[config.mk]
export PLATFORM = sky130hd
export DESIGN_NAME = instr_fetch_unit
export DESIGN_NICKNAME = d
export VERILOG_FILES = /design/src/rtl/mips_pkg.sv /design/src/rtl/if_id_reg.sv /design/src/rtl/instr_fetch_unit.sv
export SDC_FILE = /design/constraint.sdc
export NUM_CORES = 1
export LEC_CHECK = 0
export BUFFER_PORTS_ARGS = -buffer_cell sky130_fd_sc_hd__buf_2
export CELL_PAD_IN_SITES_DETAIL_PLACEMENT = 0
export CELL_PAD_IN_SITES_GLOBAL_PLACEMENT = 1
export CORE_MARGIN = 3
export CORE_UTILIZATION = 30
export CTS_CLUSTER_DIAMETER = 30
export DETAILED_ROUTE_END_ITERATION = 7
export PLACE_DENSITY = 0.72
export SYNTH_ARGS = -nofsm -noshare
export SYNTH_HDL_FRONTEND = slang
export SYNTH_HIERARCHICAL = 1
export SYNTH_SLANG_ARGS = --single-unit
[constraint.sdc]
create_clock -name clk -period 5.9 [get_ports clk]
set_input_delay 0.59 -clock clk [delete_from_list [all_inputs] [get_ports clk]]
set_output_delay 0.59 -clock clk [all_outputs]
set_load 0.02 [all_outputs]
[src/rtl/mips_pkg.sv]
// Shared definitions for the MIPS front end: word width, fetch FSM states
// and the default boot address.
package mips_pkg;

  localparam int unsigned INSTR_W = 32;
  localparam logic [INSTR_W-1:0] RESET_PC_DEFAULT = 32'h0000_0000;

  typedef enum logic [1:0] {
    ST_FETCH,
    ST_HOLD,
    ST_DRAIN
  } fetch_state_e;

endpackage

[src/rtl/if_id_reg.sv]
// IF/ID pipeline register: load a new instruction, hold it, or clear valid.
module if_id_reg
  import mips_pkg::*;
(
  input  logic               clk,
  input  logic               rst_n,
  input  logic               load,
  input  logic               clear,
  input  logic [INSTR_W-1:0] instr_in,
  input  logic [INSTR_W-1:0] pc4_in,
  output logic               valid,
  output logic [INSTR_W-1:0] instr,
  output logic [INSTR_W-1:0] pc4
);

  logic               valid_q, valid_d;
  logic [INSTR_W-1:0] instr_q, instr_d;
  logic [INSTR_W-1:0] pc4_q, pc4_d;

  // Clearing only drops valid; the payload is don't-care while invalid.
  always_comb begin
    valid_d = valid_q;
    instr_d = instr_q;
    pc4_d   = pc4_q;
    if (clear) begin
      valid_d = 1'b0;
    end else if (load) begin
      valid_d = 1'b1;
      instr_d = instr_in;
      pc4_d   = pc4_in;
    end
  end

  always_ff @(posedge clk) begin
    if (!rst_n) begin
      valid_q <= 1'b0;
      instr_q <= '0;
      pc4_q   <= '0;
    end else begin
      valid_q <= valid_d;
      instr_q <= instr_d;
      pc4_q   <= pc4_d;
    end
  end

  assign valid = valid_q;
  assign instr = instr_q;
  assign pc4   = pc4_q;

endmodule

[src/rtl/instr_fetch_unit.sv]
// Instruction fetch stage: pc sequencing, one-entry skid buffer for stalls,
// and redirect draining for flushes that arrive while a read is outstanding.
module instr_fetch_unit
  import mips_pkg::*;
#(
  parameter logic [INSTR_W-1:0] RESET_PC = RESET_PC_DEFAULT
) (
  input  logic               clk,
  input  logic               rst_n,
  output logic               imem_req,
  output logic [INSTR_W-1:0] imem_addr,
  input  logic               imem_ack,
  input  logic [INSTR_W-1:0] imem_rdata,
  input  logic               stall,
  input  logic               flush,
  input  logic [INSTR_W-1:0] branch_target,
  output logic               if_id_valid,
  output logic [INSTR_W-1:0] if_id_instr,
  output logic [INSTR_W-1:0] if_id_pc4,
  output logic [15:0]        imm16
);

  fetch_state_e       state_q, state_d;
  logic [INSTR_W-1:0] pc_q, pc_d;
  logic [INSTR_W-1:0] redirect_q, redirect_d;
  logic [INSTR_W-1:0] skid_instr_q, skid_instr_d;
  logic [INSTR_W-1:0] skid_pc4_q, skid_pc4_d;
  logic [INSTR_W-1:0] pc_plus4;
  logic               ifid_load, ifid_clear;
  logic [INSTR_W-1:0] ifid_instr_in, ifid_pc4_in;

  assign pc_plus4 = pc_q + 32'd4;

  always_comb begin
    state_d       = state_q;
    pc_d          = pc_q;
    redirect_d    = redirect_q;
    skid_instr_d  = skid_instr_q;
    skid_pc4_d    = skid_pc4_q;
    ifid_load     = 1'b0;
    ifid_instr_in = imem_rdata;
    ifid_pc4_in   = pc_plus4;
    case (state_q)
      ST_FETCH: begin
        if (flush) begin
          if (imem_ack) begin
            pc_d = branch_target;
          end else begin
            redirect_d = branch_target;
            state_d    = ST_DRAIN;
          end
        end else if (imem_ack) begin
          pc_d = pc_plus4;
          if (stall) begin
            skid_instr_d = imem_rdata;
            skid_pc4_d   = pc_plus4;
            state_d      = ST_HOLD;
          end else begin
            ifid_load = 1'b1;
          end
        end
      end
      ST_HOLD: begin
        if (flush) begin
          skid_instr_d = '0;
          skid_pc4_d   = '0;
          pc_d         = branch_target;
          state_d      = ST_FETCH;
        end else if (!stall) begin
          ifid_load     = 1'b1;
          ifid_instr_in = skid_instr_q;
          ifid_pc4_in   = skid_pc4_q;
          state_d       = ST_FETCH;
        end
      end
      ST_DRAIN: begin
        if (flush) begin
          redirect_d = branch_target;
        end
        // A flush coinciding with the late ack redirects straight to the newest target.
        if (imem_ack) begin
          pc_d    = flush ? branch_target : redirect_q;
          state_d = ST_FETCH;
        end
      end
      default: state_d = ST_FETCH;
    endcase
    // Without a stall, a cycle that delivers nothing leaves a bubble in IF/ID.
    ifid_clear = flush | (!stall & !ifid_load);
  end

  always_ff @(posedge clk) begin
    if (!rst_n) begin
      state_q      <= ST_FETCH;
      pc_q         <= RESET_PC;
      redirect_q   <= '0;
      skid_instr_q <= '0;
      skid_pc4_q   <= '0;
    end else begin
      state_q      <= state_d;
      pc_q         <= pc_d;
      redirect_q   <= redirect_d;
      skid_instr_q <= skid_instr_d;
      skid_pc4_q   <= skid_pc4_d;
    end
  end

  if_id_reg u_if_id_reg (
    .clk      (clk),
    .rst_n    (rst_n),
    .load     (ifid_load),
    .clear    (ifid_clear),
    .instr_in (ifid_instr_in),
    .pc4_in   (ifid_pc4_in),
    .valid    (if_id_valid),
    .instr    (if_id_instr),
    .pc4      (if_id_pc4)
  );

  assign imem_req  = (state_q != ST_HOLD);
  assign imem_addr = pc_q;
  assign imm16     = if_id_instr[15:0];

endmodule
After elaboration in Yosys (flattened, before gate mapping). Cells that the tools add are included.

Output and inout port bits: 114. Register bits: 195. Word-level logic and storage cells: 74. Input port bits: 69.

Mux-type cells: 36. Reduce and logical (&&, ||, !) cells: 12. Bitwise logic cells: 4. Equal/unequal tests: 13. Add/sub/neg operators: 1.

Operators by type and width (count): 32-bit two-way mux (19); 32-bit case mux with 2 select lines (3); 32-bit case mux with 3 select lines (1); 32-bit by 3-bit adder with 32-bit output (second input constant) (1); 2-bit two-way mux (7); 2-bit != test (second input constant) (6); 3-bit != test (second input constant) (4); 4-bit AND reduction (2); 2-bit case mux with 3 select lines (1); 5-bit AND reduction (1); 1-bit two-way mux (4); 2-bit nonzero test (2); 3-bit AND reduction (1); 3-bit nonzero test (1); 2-bit by 1-bit == test with 1-bit output (second input constant) (1); 2-bit == test (second input constant) (1); 1-bit zero test (2); 2-bit zero test (1); 2-bit by 1-bit != test with 1-bit output (second input constant) (1); 1-bit NOT (2); 1-bit case mux with 2 select lines (1); 2-bit AND reduction (1); 2-bit OR reduction (1); 1-bit AND (1); 1-bit OR (1).

Depth between registers and ports, before layout. Gate-level depths: netlist (run 1).

Depth after elaboration: 9. Depth in mapped cells: 11. Mapped depth without buffers: 8.

Hierarchy. The synthesis (run 1) kept the hierarchy.

Modules (own cells, without submodules): instr_fetch_unit (area an instance 7115.6 um2, seq. area each 2602.5 um2, instances 1, cells each 860); if_id_reg (area an instance 2661.3 um2, seq. area each 1301.2 um2, instances 1, cells each 281).

Least setup slack after synthesis (run 1). OpenSTA, ideal clock, no wires.

Path type: reg2reg. Start point: register state_q[1]. End point: register u_if_id_reg.instr_q[0] (netlist: u_if_id_reg/instr[0]). Slack: 3603 ps. Stages on the path, launching flop included: 12. Data arrival time: 2225 ps. Period minus slack after synthesis: 2297 ps. Library setup time: 72 ps. Path through: dfxtp_1 inv_1 ha_1 clkbuf_1 clkbuf_1 buf_1 a21oi_1 nor3_1 nor2b_4 buf_12 buf_12 mux2i_1.

Longest elaborated chain between the ends: 7. Elaborated cells on any way between the ends: 9.

RTL lines: start: declaration (RTL line instr_fetch_unit.sv:23) `fetch_state_e state_q, state_d;`; start signal: assignment (RTL line instr_fetch_unit.sv:100) `state_q <= state_d;`; 2-bit by 1-bit == test with 1-bit output / 2-bit zero test (equally long branches) (RTL line instr_fetch_unit.sv:43) `case (state_q)`; 1-bit case mux with 2 select lines * (RTL line instr_fetch_unit.sv:43); named net ifid_load (RTL line instr_fetch_unit.sv:29) `logic ifid_load, ifid_clear;`; 1-bit zero test (RTL line instr_fetch_unit.sv:89) `ifid_clear = flush | (!stall & !ifid_load);`; 1-bit AND (RTL line instr_fetch_unit.sv:89); 1-bit OR (RTL line instr_fetch_unit.sv:89); 1-bit NOT (no line); 2-bit AND reduction (no line) *; end signal: assignment (RTL line if_id_reg.sv:41) `instr_q <= instr_d;`; end: declaration (RTL line if_id_reg.sv:17) `logic [INSTR_W-1:0] instr_q, instr_d;`.

The timed path passes the listed nets; every way through them passes the cells marked *. A chain may end at the register's enable or synchronous reset.

Final worst setup path (run 1).
Start point: register state_q[0]. End point: register pc_q[23] (netlist: imem_addr[23]).

Longest elaborated chain between the ends: 3. Elaborated cells on any way between the ends: 9.

RTL lines: 2-bit by 1-bit == test with 1-bit output, or another cell as far along (RTL line instr_fetch_unit.sv:43); 2-bit != test (no line) / 3-bit nonzero test (equally long branches); 4-bit AND reduction (no line); end signal: assignment (RTL line instr_fetch_unit.sv:101) `pc_q <= pc_d;`; end: declaration (RTL line instr_fetch_unit.sv:24) `logic [INSTR_W-1:0] pc_q, pc_d;`.

Several ways; a longest one is shown, not always the timed one.

==> results of run 1 <==
per-stage QoR:
stage                     power, uW  std cells  util, %  setup WS [ns]
after floorplan                1820       1141        -           3.60
final                          3180       1700     35.9           2.70
after global routing           3340       1700     35.9           2.45
after CTS                      3220       1700     35.9           2.71
after detailed placement       2010       1668     34.0           2.55
after global placement         2000       1668     34.0           2.63
cells in the mapped netlist (7+ instances only):
| cell | n | area share (%) |
|---|---|---|
| sky130_fd_sc_hd__nand3_1 | 17 | 0.87 |
| sky130_fd_sc_hd__a21oi_1 | 86 | 4.4 |
| sky130_fd_sc_hd__nand2_1 | 235 | 9.0 |
| sky130_fd_sc_hd__buf_1 | 10 | 0.38 |
| sky130_fd_sc_hd__buf_2 | 12 | 0.61 |
| sky130_fd_sc_hd__o21ai_0 | 24 | 1.2 |
| sky130_fd_sc_hd__buf_12 | 7 | 1.4 |
| sky130_fd_sc_hd__buf_4 | 18 | 1.4 |
| sky130_fd_sc_hd__nor2b_1 | 37 | 2.4 |
| sky130_fd_sc_hd__clkbuf_1 | 58 | 2.2 |
| sky130_fd_sc_hd__o2bb2ai_1 | 23 | 2.1 |
| sky130_fd_sc_hd__mux2i_1 | 75 | 7.7 |
| sky130_fd_sc_hd__xor2_1 | 20 | 1.8 |
| sky130_fd_sc_hd__nand4_1 | 8 | 0.51 |
| sky130_fd_sc_hd__inv_1 | 15 | 0.58 |
| sky130_fd_sc_hd__a22oi_1 | 55 | 4.2 |
| sky130_fd_sc_hd__and3_1 | 8 | 0.51 |
| sky130_fd_sc_hd__nor2_1 | 56 | 2.1 |
| sky130_fd_sc_hd__nor3_1 | 7 | 0.36 |
| sky130_fd_sc_hd__a21boi_0 | 20 | 1.5 |
| sky130_fd_sc_hd__mux2_2 | 42 | 4.8 |
| sky130_fd_sc_hd__a31oi_1 | 11 | 0.70 |
| sky130_fd_sc_hd__dfxtp_1 | 195 | 40 |
worst max path at each step:
stage | cells past startpoint | slack [ns] | to
floorplan | 11 | 3.60 | u_if_id_reg/instr[0]$_SDFFE_PN0P_
CTS | 7 | 2.71 | imem_addr[23]$_SDFFE_PN0P_
detailed placement | 8 | 2.55 | u_if_id_reg/instr[6]$_SDFFE_PN0P_
global placement | 8 | 2.63 | u_if_id_reg/instr[5]$_SDFFE_PN0P_
finish | 7 | 2.70 | imem_addr[23]$_SDFFE_PN0P_
global route | 7 | 2.45 | imem_addr[24]$_SDFFE_PN0P_
sequential cells by signal (all words and copies together), names as in the netlist:
register and count:
skid_pc4_q 32, skid_instr_q 32, redirect_q 32, state_q 2, u_if_id_reg/pc4 32, imem_addr 32, u_if_id_reg/instr 32, u_if_id_reg/valid 1
routing by layer:
metal,GRT usage [%],wire length [um],vias to the layer above
met1,23.6,14400,3962
met3,2.80,1260,31
met4,5.32,587,0
li1,-,-,4212
met2,24.8,12900,216
met5,0,0,-
layout make-up:
| cell class | count | area share (%) |
|---|---|---|
| clock inverter | 12 | 1.36 |
| clock buffer | 20 | 3.91 |
| timing repair buffer | 198 | 9.09 |
| sequential | 195 | 34.2 |
| tap | 435 | 4.77 |
| multi-input combinational | 825 | 46.2 |
| inverter | 15 | 0.493 |
worst reg2reg max path: stages, from the launching register on:
cell                       delay, ns
sky130_fd_sc_hd__dfxtp_1        0.33
sky130_fd_sc_hd__inv_1          0.14
sky130_fd_sc_hd__ha_1           0.82
sky130_fd_sc_hd__inv_1          0.45
sky130_fd_sc_hd__o211ai_1       0.71
sky130_fd_sc_hd__a21oi_1        0.28
sky130_fd_sc_hd__a41oi_1        0.22
sky130_fd_sc_hd__o221a_2        0.20
logic make-up (layout without fill, tap and decap cells):
| family | after synthesis | after routing | synth area share [%] |
|---|---|---|---|
| and+or+nand+nor | 401 | 401 | 18.7 |
| DFF | 195 | 195 | 39.9 |
| xor gates and xnor gates | 26 | 26 | 2.33 |
| muxes | 117 | 117 | 12.5 |
| AOI/OAI and AO/OA | 276 | 276 | 19.2 |
| buffers and inverters | 121 | 245 | 6.67 |
| adders and majority gates | 5 | 5 | 0.640 |
power by group through the flow:
| stage | Clock (uW) | Sequential, uW | Combinational, uW |
|---|---|---|---|
| after global routing | 1300 | 1460 | 583 |
| final | 1210 | 1450 | 530 |
| after global placement | 0 | 1480 | 526 |
| after detailed placement | 0 | 1480 | 530 |
| after floorplan | 0 | 1490 | 330 |
| after CTS | 1240 | 1450 | 532 |
layout by cell type, fill, tap and decap left out, types with 17 or more instances in the layout:
cell type,instances
sky130_fd_sc_hd__nand2_1,235
sky130_fd_sc_hd__buf_2,181
sky130_fd_sc_hd__mux2i_1,75
sky130_fd_sc_hd__o21ai_0,24
sky130_fd_sc_hd__a21boi_0,20
sky130_fd_sc_hd__nor2b_1,37
sky130_fd_sc_hd__a22oi_1,55
sky130_fd_sc_hd__mux2_2,42
sky130_fd_sc_hd__nor2_1,56
sky130_fd_sc_hd__dfxtp_1,195
sky130_fd_sc_hd__o2bb2ai_1,23
sky130_fd_sc_hd__a21oi_1,85
sky130_fd_sc_hd__clkbuf_16,17
sky130_fd_sc_hd__xor2_1,20
==> load_flow_metrics.sql, run 1 <==
INSERT INTO impl_metrics (metric_group, metric, value, unit) VALUES
('status', 'status', 'finished, final reports clean', ''),
('clock_network', 'maximum_level_of_the_cts_h_tree', '4', ''),
('synthesis', 'yosysSeqAreaShare', '39.9', '%'),
('setup_path', 'worst_setup_path_startpoint', 'state_q[0]$_SDFFE_PN0P_', ''),
('setup_path', 'timing.critical_path.fanout_max', '22', ''),
('clock_network', 'clockRootBuffer', 'sky130_fd_sc_hd__clkbuf_16', ''),
('synthesis', 'syn_area', '0.00978', 'mm2'),
('setup_path', 'crit_buf_inv', '2', ''),
('setup_path', 'timing.critical_path.mode_cell', 'sky130_fd_sc_hd__inv_1', ''),
('floorplan', 'start_util', '30.7', '%'),
('setup_path', 'critical_path.cell_chain', 'inv_1 -> ha_1 -> inv_1 -> o211ai_1 -> a21oi_1 -> a41oi_1 -> o221a_2', ''),
('power_and_ir_drop', 'power_report.internal_total', '2250', 'uW'),
('synthesis', 'synthesis.area_per_instance', '8.57', 'um2'),
('finish', 'areaGrowthSynthToFinish', '16.7', '%'),
('sta', 'min_period', '3.20', 'ns'),
('global_routing', 'grt_antenna_before_repair', '0', ''),
('finish', 'final_layout_size_suffix_gt1_share', '22.8', '%'),
('drt', 'routedWlPerCell', '17.1', 'um'),
('synthesis', 'synth.distinct_cells', '63', ''),
('setup_path', 'timing.critical_path.slowest_stage_cell', 'sky130_fd_sc_hd__ha_1', ''),
('drt', 'via_count', '8421', ''),
('setup_path', 'critPathArrivalTime', '3.58', 'ns'),
('clock_network', 'cts.repair_timing.setup_buffer_count', '0', ''),
('placement', 'routabilityCongestion', '0.833', ''),
('finish', 'total_area_of_multi_input_combinational_cells', '0.00527', 'mm2'),
('floorplan', 'die_height', '187', 'um'),
('drt', 'drc', '0', ''),
('placement', 'placed_instance_area', '0.0108', 'mm2'),
('power_and_ir_drop', 'power.share.switching', '29.2', '%'),
('floorplan', 'floorplan.die_area', '0.0348', 'mm2'),
('finish', 'finish.instance_area', '0.0114', 'mm2'),
('floorplan', 'io_pins', '183', ''),
('setup_path', 'timing.critical_path.to_type', 'flip-flop', ''),
('setup_path', 'kind_of_cell_adding_the_most_delay_to_the_critical_path', 'compound AO/OA/AOI/OAI gates', ''),
('clock_network', 'cts.path.max_buffers', '2', ''),
('global_routing', 'grt_first_pass_wirelength', '45900', 'um'),
('min_path', 'hold_depth', '3', ''),
('setup_path', 'worstSetupPathType', 'flip-flop to flip-flop', ''),
('sta', 'final_setup_violations', '0', ''),
('drt', 'number_of_vias_per_cell', '4.95', ''),
('finish', 'fillers', '3325', ''),
('sta', 'timing.final.hold_violations', '0', ''),
('power_and_ir_drop', 'share_clk_of_total_power', '37.9', '%'),
('setup_path', 'critical_path_max_stage_delay', '0.82', 'ns'),
('power_and_ir_drop', 'power.density_cell_area', '279', 'mW/mm2'),
('setup_path', 'reg2reg_to', 'imem_addr[23]$_SDFFE_PN0P_', ''),
('drt', 'route.final.wire_length', '29100', 'um'),
('setup_path', 'crit-reg2reg-launch', 'state_q[0]$_SDFFE_PN0P_', ''),
('clock_network', 'cts.hold.buffers_added', '0', ''),
('global_routing', 'grt.total_usage', '16.3', '%'),
('synthesis', 'netlist_instances', '1141', ''),
('run', 'timing.max_cap.violations', '0', ''),
('power_and_ir_drop', 'maximum_vdd_drop', '0.207', 'mV'),
('sta', 'fmax', '313', 'MHz'),
('placement', 'io_buffer_count', '182', ''),
('synthesis', 'number_of_enable_type_register_cells_in_the_synthesized_netlist', '0', ''),
('drt', 'final_antenna_net_count', '0', ''),
('global_routing', 'remaining_global_route_overflow', '0', ''),
('setup_path', 'timing.critical_path.from_type', 'flip-flop', ''),
('synthesis', 'asyncSetResetFlopFracSynth', '0', '%'),
('setup_path', 'worst_ep_required_time', '6.28', 'ns'),
('sta', 'timing.slew.headroom', '30.1', '%'),
('sta', 'fin_hold_ws', '0.404', 'ns'),
('global_routing', 'grt_start_max_net_pins', '88', ''),
('clock_network', 'tritoncts.num_buffers', '17', ''),
('power_and_ir_drop', 'share_comb_of_total_power', '16.6', '%'),
('power_and_ir_drop', 'power.sequential.fraction', '45.5', '%'),
('sta', 'sum_of_negative_setup_slack', '0', 'ns'),
('floorplan', 'floorplan.die.width', '187', 'um'),
('sta', 'tightest_slew', '1.05', 'ns'),
('synthesis', 'ys_seq_elements', '195', '');
Power figures use the tool's default switching activity.
==> run 2: changes to the inputs <==
==> constraint.sdc (replaced) <==
create_clock -name clk -period 3.3 [get_ports clk]
set_input_delay 0.33 -clock clk [delete_from_list [all_inputs] [get_ports clk]]
set_output_delay 0.33 -clock clk [all_outputs]
set_load 0.02 [all_outputs]
==> load_flow_metrics.sql, run 2 (same netlist as run 1, synthesis figures left out) <==
INSERT INTO impl_metrics (metric_group, metric, value, unit) VALUES
('setup_path', 'ff2ff_setup_slack', '0.66', 'ns'),
('finish', 'n_antenna_cell', '0', ''),
('min_path', 'hold_depth', '3', ''),
('clock_network', 'cts.repair_timing.setup_buffer_count', '0', ''),
('drt', 'final_antenna_net_count', '0', ''),
('drt', 'drt_first_iter_violations', '605', ''),
('power_and_ir_drop', 'power.static_leakage', '0.00456', 'uW'),
('floorplan', 'num_rows', '65', ''),
('setup_path', 'crit_buf_inv', '0', ''),
('min_path', 'worst_hold_startpoint', 'branch_target[17]', ''),
('drt', 'via_count', '8542', ''),
('power_and_ir_drop', 'power.density_cell_area', '486', 'mW/mm2'),
('finish', 'layout_commonest_cell', 'sky130_fd_sc_hd__nand2_1', ''),
('setup_path', 'timing.critical_path.slowest_stage_cell', 'sky130_fd_sc_hd__nor4_1', ''),
('power_and_ir_drop', 'power.share.switching', '31.1', '%'),
('setup_path', 'worst_ep_required_time', '3.67', 'ns'),
('finish', 'layout_common_cells', 'sky130_fd_sc_hd__nand2_1, sky130_fd_sc_hd__dfxtp_1, sky130_fd_sc_hd__buf_2, sky130_fd_sc_hd__a21oi_1, sky130_fd_sc_hd__mux2i_1', ''),
('min_path', 'holdPathEnd', 'redirect_q[17]$_SDFFE_PN0P_', ''),
('drt', 'number_of_vias_per_cell', '5.00', ''),
('clock_network', 'clockRootBuffer', 'sky130_fd_sc_hd__clkbuf_16', ''),
('floorplan', 'io_pins', '183', ''),
('drt', 'routedWlPerCell', '17.1', 'um'),
('placement', 'routabilityCongestion', '0.857', ''),
('floorplan', 'coreArea', '0.0318', 'mm2'),
('global_routing', 'grt_pass1_vias', '7782', ''),
('finish', 'nNetsFinal', '1334', ''),
('setup_path', 'critical_path_max_stage_delay', '0.78', 'ns'),
('setup_path', 'rr_worst_depth', '7', ''),
('power_and_ir_drop', 'power_switching', '1730', 'uW'),
('floorplan', 'start_util', '30.7', '%'),
('floorplan', 'die_height', '187', 'um'),
('clock_network', 'cts.hold.buffers_added', '0', ''),
('sta', 'timing.final.hold_violations', '0', ''),
('finish', 'areaGrowthSynthToFinish', '17.2', '%'),
('sta', 'sum_of_negative_setup_slack', '0', 'ns'),
('global_routing', 'grt_start_max_net_pins', '155', ''),
('clock_network', 'cts.path.max_buffers', '2', ''),
('global_routing', 'grt_first_pass_wirelength', '46300', 'um'),
('finish', 'fillers', '3322', ''),
('sta', 'fin_hold_ws', '0.135', 'ns'),
('clock_network', 'tritoncts', 'yes', ''),
('global_routing', 'grt.total_usage', '16.4', '%'),
('clock_network', 'cts_sinks', '195', ''),
('global_routing', 'remaining_global_route_overflow', '0', ''),
('sta', 'tightest_slew', '0.867', 'ns'),
('finish', 'utilization', '36.0', '%'),
('setup_path', 'critPathArrivalTime', '3.01', 'ns'),
('sta', 'rsz_0062_raised_after_global_routing', 'no', ''),
('setup_path', 'kind_of_cell_adding_the_most_delay_to_the_critical_path', 'simple AND/OR/NAND/NOR gates', ''),
('power_and_ir_drop', 'power.sequential.fraction', '46.5', '%'),
('setup_path', 'timing.critical_path.to_type', 'flip-flop', ''),
('setup_path', 'critical_path.cell_chain', 'nand4_4 -> nor4_1 -> nand4_1 -> xor2_1 -> a21oi_1 -> nand2_1 -> mux2i_1', ''),
('clock_network', 'clk_pin_slew_worst_paths', '0.08', 'ns'),
('drt', 'first_pass_iters', '5', ''),
('drt', 'route.final.wire_length', '29200', 'um'),
('clock_network', 'clock_insertion_delay_worst_skew', '0.45', 'ns'),
('setup_path', 'reg2reg_to', 'u_if_id_reg/pc4[31]$_SDFFE_PN0P_', ''),
('min_path', 'hold_path_class', 'input port to flip-flop', ''),
('sta', 'min_period', '2.64', 'ns'),
('setup_path', 'timing.critical_path.from_type', 'flip-flop', ''),
('floorplan', 'floorplan.die_area', '0.0348', 'mm2'),
('placement', 'io_buffer_count', '182', ''),
('placement', 'hpwlAfterDp', '20100', 'um'),
('clock_network', 'cts_resized', '0', ''),
('sta', 'skew', '0.0108', 'ns'),
('power_and_ir_drop', 'power_report.internal_total', '3830', 'uW'),
('setup_path', 'worstSetupPathType', 'flip-flop to flip-flop', ''),
('power_and_ir_drop', 'maximum_vdd_drop', '0.377', 'mV'),
('power_and_ir_drop', 'share_clk_of_total_power', '36.3', '%'),
('run', 'timing.max_cap.violations', '0', ''),
('sta', 'fmax', '379', 'MHz'),
('finish', 'final_layout_size_suffix_gt1_share', '23.4', '%'),
('global_routing', 'grt_antenna_before_repair', '0', ''),
('setup_path', 'timing.critical_path.fanout_max', '9', ''),
('sta', 'final_min_period_over_clock_period', '79.9', '%'),
('floorplan', 'floorplan.die.width', '187', 'um'),
('setup_path', 'crit-reg2reg-launch', 'imem_addr[10]$_SDFFE_PN0P_', ''),
('sta', 'timing.slew.headroom', '42.2', '%'),
('drt', 'drc', '0', ''),
('sta', 'finalMaxSlewViolations', '0', ''),
('clock_network', 'maximum_level_of_the_cts_h_tree', '4', ''),
('status', 'status', 'finished, final reports clean', ''),
('power_and_ir_drop', 'share_comb_of_total_power', '17.3', '%'),
('sta', 'final_setup_violations', '0', ''),
('clock_network', 'tritoncts.num_buffers', '17', '');
[run 2: cell count changes in the layout (fill, tap and decap cells not counted), sizes merged]
| cell | before | now |
|---|---|---|
| buf | 198 | 206 |
| inv | 17 | 24 |
| bufinv | 3 | 0 |
| clkbuf | 20 | 18 |
| clkinv | 5 | 4 |
| clkinvlp | 2 | 1 |
[run 2: through the flow]
| step | power (uW) | cell area, um2 | setup slack [ns] | std cells |
|---|---|---|---|---|
| after global placement | 3590 | 10900 | 0.706 | 1676 |
| after detailed placement | 3600 | 10900 | 0.682 | 1676 |
| after global routing | 5850 | 11500 | 0.457 | 1708 |
| after floorplan | 3260 | 9780 | 1.00 | 1141 |
| final | 5560 | 11500 | 0.664 | 1708 |
| after CTS | 5640 | 11500 | 0.661 | 1708 |
[run 2: layer usage]
layer  GRT usage, %  vias up  share of wire (%)
li1               -     4241                  -
met1           24.1     4003                 48
met2           24.3      271                 44
met3           3.21       27                6.0
met4           5.00        0                1.7
met5              0        -                  0
[run 2: final cells by class]
cell class	instances	area (um2)	share of cell area, %
clock buffers	18	439	3.83
multi-input cells	825	5260	45.9
flip-flops and latches	195	3900	34.1
repair buffers	206	1130	9.91
inverters	15	56.3	0.491
well taps	435	544	4.75
clock inverters	14	118	1.03
[run 2: worst max-delay path by stage]
stage / start / to / slack (ns) / cells past startpoint
floorplan: state_q[1]$_SDFFE_PN0P_ / u_if_id_reg/instr[0]$_SDFFE_PN0P_ / 1.00 / 11
global placement: imem_addr[10]$_SDFFE_PN0P_ / u_if_id_reg/pc4[31]$_SDFFE_PN0P_ / 0.71 / 7
detailed placement: imem_addr[10]$_SDFFE_PN0P_ / u_if_id_reg/pc4[31]$_SDFFE_PN0P_ / 0.68 / 7
CTS: imem_addr[10]$_SDFFE_PN0P_ / u_if_id_reg/pc4[31]$_SDFFE_PN0P_ / 0.66 / 7
global route: imem_addr[10]$_SDFFE_PN0P_ / u_if_id_reg/pc4[31]$_SDFFE_PN0P_ / 0.46 / 7
finish: imem_addr[10]$_SDFFE_PN0P_ / u_if_id_reg/pc4[31]$_SDFFE_PN0P_ / 0.66 / 7
[run 2: worst register-to-register path, delay by kind of cell, from the launching register on]
kind                      cells  cell delay, ns
muxes                         1            0.15
AOI/OAI and AO/OA             1            0.16
DFF                           1            0.61
and+or+nand+nor               4            1.41
xor gates and xnor gates      1            0.24
[run 2: power groups by stage]
stage / Clock, uW / Sequential (uW) / Combinational, uW
finish: 2020 / 2590 / 960
CTS: 2090 / 2580 / 963
global placement: 0 / 2640 / 955
detailed placement: 0 / 2640 / 960
floorplan: 0 / 2670 / 591
global route: 2190 / 2600 / 1060
==> run 3: changes to the inputs <==
==> constraint.sdc (replaced) <==
create_clock -name clk -period 2.5 [get_ports clk]
set_input_delay 0.25 -clock clk [delete_from_list [all_inputs] [get_ports clk]]
set_output_delay 0.25 -clock clk [all_outputs]
set_load 0.02 [all_outputs]
==> load_flow_metrics.sql, run 3 (same netlist as run 1, synthesis figures left out) <==
INSERT INTO impl_metrics (metric_group, metric, value, unit) VALUES
('power_and_ir_drop', 'power.static_leakage', '0.00470', 'uW'),
('clock_network', 'cts.hold.buffers_added', '0', ''),
('clock_network', 'cts.repair_timing.setup_buffer_count', '0', ''),
('power_and_ir_drop', 'power.density_cell_area', '639', 'mW/mm2'),
('clock_network', 'cts_sinks', '195', ''),
('setup_path', 'rr_worst_depth', '7', ''),
('placement', 'hpwlAfterDp', '20800', 'um'),
('sta', 'final_setup_violations', '0', ''),
('drt', 'final_antenna_net_count', '0', ''),
('drt', 'number_of_vias_per_cell', '4.93', ''),
('setup_path', 'worst_ep_required_time', '2.84', 'ns'),
('sta', 'finalMaxSlewViolations', '0', ''),
('sta', 'final_min_period_over_clock_period', '94.3', '%'),
('drt', 'route.final.wire_length', '28900', 'um'),
('clock_network', 'cts_resized', '0', ''),
('setup_path', 'crit-reg2reg-launch', 'state_q[0]$_SDFFE_PN0P_', ''),
('drt', 'drc', '0', ''),
('power_and_ir_drop', 'share_clk_of_total_power', '36.9', '%'),
('sta', 'tightest_slew', '0.860', 'ns'),
('global_routing', 'grt.total_usage', '16.5', '%'),
('drt', 'first_pass_iters', '6', ''),
('sta', 'rsz_0062_raised_after_global_routing', 'no', ''),
('finish', 'layout_common_cells', 'sky130_fd_sc_hd__nand2_1, sky130_fd_sc_hd__dfxtp_1, sky130_fd_sc_hd__buf_2, sky130_fd_sc_hd__a21oi_1, sky130_fd_sc_hd__mux2i_1', ''),
('placement', 'routabilityCongestion', '0.864', ''),
('power_and_ir_drop', 'power_switching', '2240', 'uW'),
('power_and_ir_drop', 'maximum_vdd_drop', '0.546', 'mV'),
('global_routing', 'grt_pass1_vias', '8000', ''),
('finish', 'finish.instance_area', '0.0117', 'mm2'),
('status', 'status', 'finished, final reports clean', ''),
('setup_path', 'ff2ff_setup_slack', '0.14', 'ns'),
('setup_path', 'timing.critical_path.fanout_max', '16', ''),
('clock_network', 'tritoncts', 'yes', ''),
('drt', 'routedWlPerCell', '16.7', 'um'),
('global_routing', 'remaining_global_route_overflow', '0', ''),
('floorplan', 'coreArea', '0.0318', 'mm2'),
('sta', 'fmax', '424', 'MHz'),
('sta', 'timing.slew.headroom', '42.7', '%'),
('sta', 'min_period', '2.36', 'ns'),
('power_and_ir_drop', 'share_comb_of_total_power', '17.8', '%'),
('placement', 'placed_instance_area', '0.0111', 'mm2'),
('setup_path', 'crit_path_end', 'imem_addr[18]$_SDFFE_PN0P_', ''),
('clock_network', 'tritoncts.num_buffers', '17', ''),
('clock_network', 'clk_pin_slew_worst_paths', '0.08', 'ns'),
('setup_path', 'worstSetupPathType', 'flip-flop to flip-flop', ''),
('finish', 'areaGrowthSynthToFinish', '19.8', '%'),
('floorplan', 'floorplan.die_area', '0.0348', 'mm2'),
('global_routing', 'grt_first_pass_wirelength', '46500', 'um'),
('setup_path', 'timing.critical_path.to_type', 'flip-flop', ''),
('clock_network', 'clockRootBuffer', 'sky130_fd_sc_hd__clkbuf_16', ''),
('run', 'timing.max_cap.violations', '0', ''),
('floorplan', 'io_pins', '183', ''),
('clock_network', 'clock_insertion_delay_worst_skew', '0.45', 'ns'),
('power_and_ir_drop', 'power_report.internal_total', '5240', 'uW'),
('power_and_ir_drop', 'total_power', '7480', 'uW'),
('floorplan', 'num_rows', '65', ''),
('finish', 'final_layout_size_suffix_gt1_share', '24.9', '%'),
('sta', 'sum_of_negative_setup_slack', '0', 'ns'),
('setup_path', 'reg2reg_to', 'imem_addr[18]$_SDFFE_PN0P_', ''),
('drt', 'drt_first_iter_violations', '666', ''),
('finish', 'n_antenna_cell', '0', ''),
('floorplan', 'floorplan.die.width', '187', 'um'),
('setup_path', 'timing.critical_path.from_type', 'flip-flop', ''),
('sta', 'fin_ws', '0.143', 'ns'),
('floorplan', 'die_height', '187', 'um'),
('min_path', 'hold_path_class', 'input port to flip-flop', ''),
('power_and_ir_drop', 'power.sequential.fraction', '45.4', '%'),
('setup_path', 'worst_setup_path_startpoint', 'state_q[0]$_SDFFE_PN0P_', ''),
('global_routing', 'grt_start_max_net_pins', '172', ''),
('setup_path', 'critPathArrivalTime', '2.70', 'ns'),
('clock_network', 'cts.path.max_buffers', '2', ''),
('drt', 'via_count', '8538', ''),
('placement', 'io_buffer_count', '182', ''),
('clock_network', 'maximum_level_of_the_cts_h_tree', '4', ''),
('sta', 'timing.final.hold_violations', '0', ''),
('finish', 'layout_commonest_cell', 'sky130_fd_sc_hd__nand2_1', ''),
('floorplan', 'start_util', '30.7', '%'),
('placement', 'dpl_worst_slack', '0.188', 'ns'),
('finish', 'utilization', '36.8', '%'),
('sta', 'skew', '0.0118', 'ns'),
('finish', 'nNetsFinal', '1357', ''),
('global_routing', 'grt_antenna_before_repair', '0', ''),
('power_and_ir_drop', 'power.share.switching', '30.0', '%');
==> run 3: worst min path at each step <==
stage,from,endpoint,slack (ns),depth (start not counted)
after floorplan,branch_target[14],redirect_q[14]$_SDFFE_PN0P_,0.39,2
after global placement,redirect_q[9]$_SDFFE_PN0P_,redirect_q[9]$_SDFFE_PN0P_,0.44,2
after detailed placement,u_if_id_reg/pc4[8]$_SDFFE_PN0P_,u_if_id_reg/pc4[8]$_SDFFE_PN0P_,0.44,2
after CTS,branch_target[19],redirect_q[19]$_SDFFE_PN0P_,0.03,3
after global routing,branch_target[19],redirect_q[19]$_SDFFE_PN0P_,0.04,3
final,branch_target[18],redirect_q[18]$_SDFFE_PN0P_,0.05,3
==> run 3: through the flow <==
stage | hold WS, ns | std cells
floorplan | 0.386 | 1141
global placement | 0.441 | 1699
detailed placement | 0.444 | 1699
CTS | 0.0253 | 1731
global route | 0.0406 | 1731
finish | 0.0543 | 1731
==> run 3: worst max-delay path, cell delays in order (launching register included) <==
cell and delay (ns):
sky130_fd_sc_hd__dfxtp_1 0.37, sky130_fd_sc_hd__inv_1 0.11, sky130_fd_sc_hd__ha_1 0.31, sky130_fd_sc_hd__o21bai_1 0.27, sky130_fd_sc_hd__nand3_1 0.36, sky130_fd_sc_hd__buf_4 0.33, sky130_fd_sc_hd__or3_1 0.36, sky130_fd_sc_hd__o2111a_1 0.13
==> run 3: power by group through the flow <==
stage	clock network (uW)	logic, uW	registers, uW
2_1_floorplan	0	780	3520
3_3_place_gp	0	1320	3460
3_5_place_dp	0	1330	3460
4_1_cts	2850	1330	3390
5_1_grt	2970	1470	3420
6_report	2760	1330	3400
==> run 3: final cells by class <==
class | instances | area (um2)
clock buffers | 17 | 425
clock inverters | 15 | 154
fillers | 3323 | 20100
inverters | 15 | 56.3
multi-input cells | 825 | 5270
flip-flops and latches | 195 | 3900
well taps | 435 | 544
repair buffers | 229 | 1360
==> run 3: routing by layer <==
metal,share of wire [%],GRT usage (%),vias to the layer above
met1,50,23.9,4006
li1,-,-,4281
met2,44,25.1,232
met5,0,0,-
met3,5.0,3.04,19
met4,1.2,4.36,0
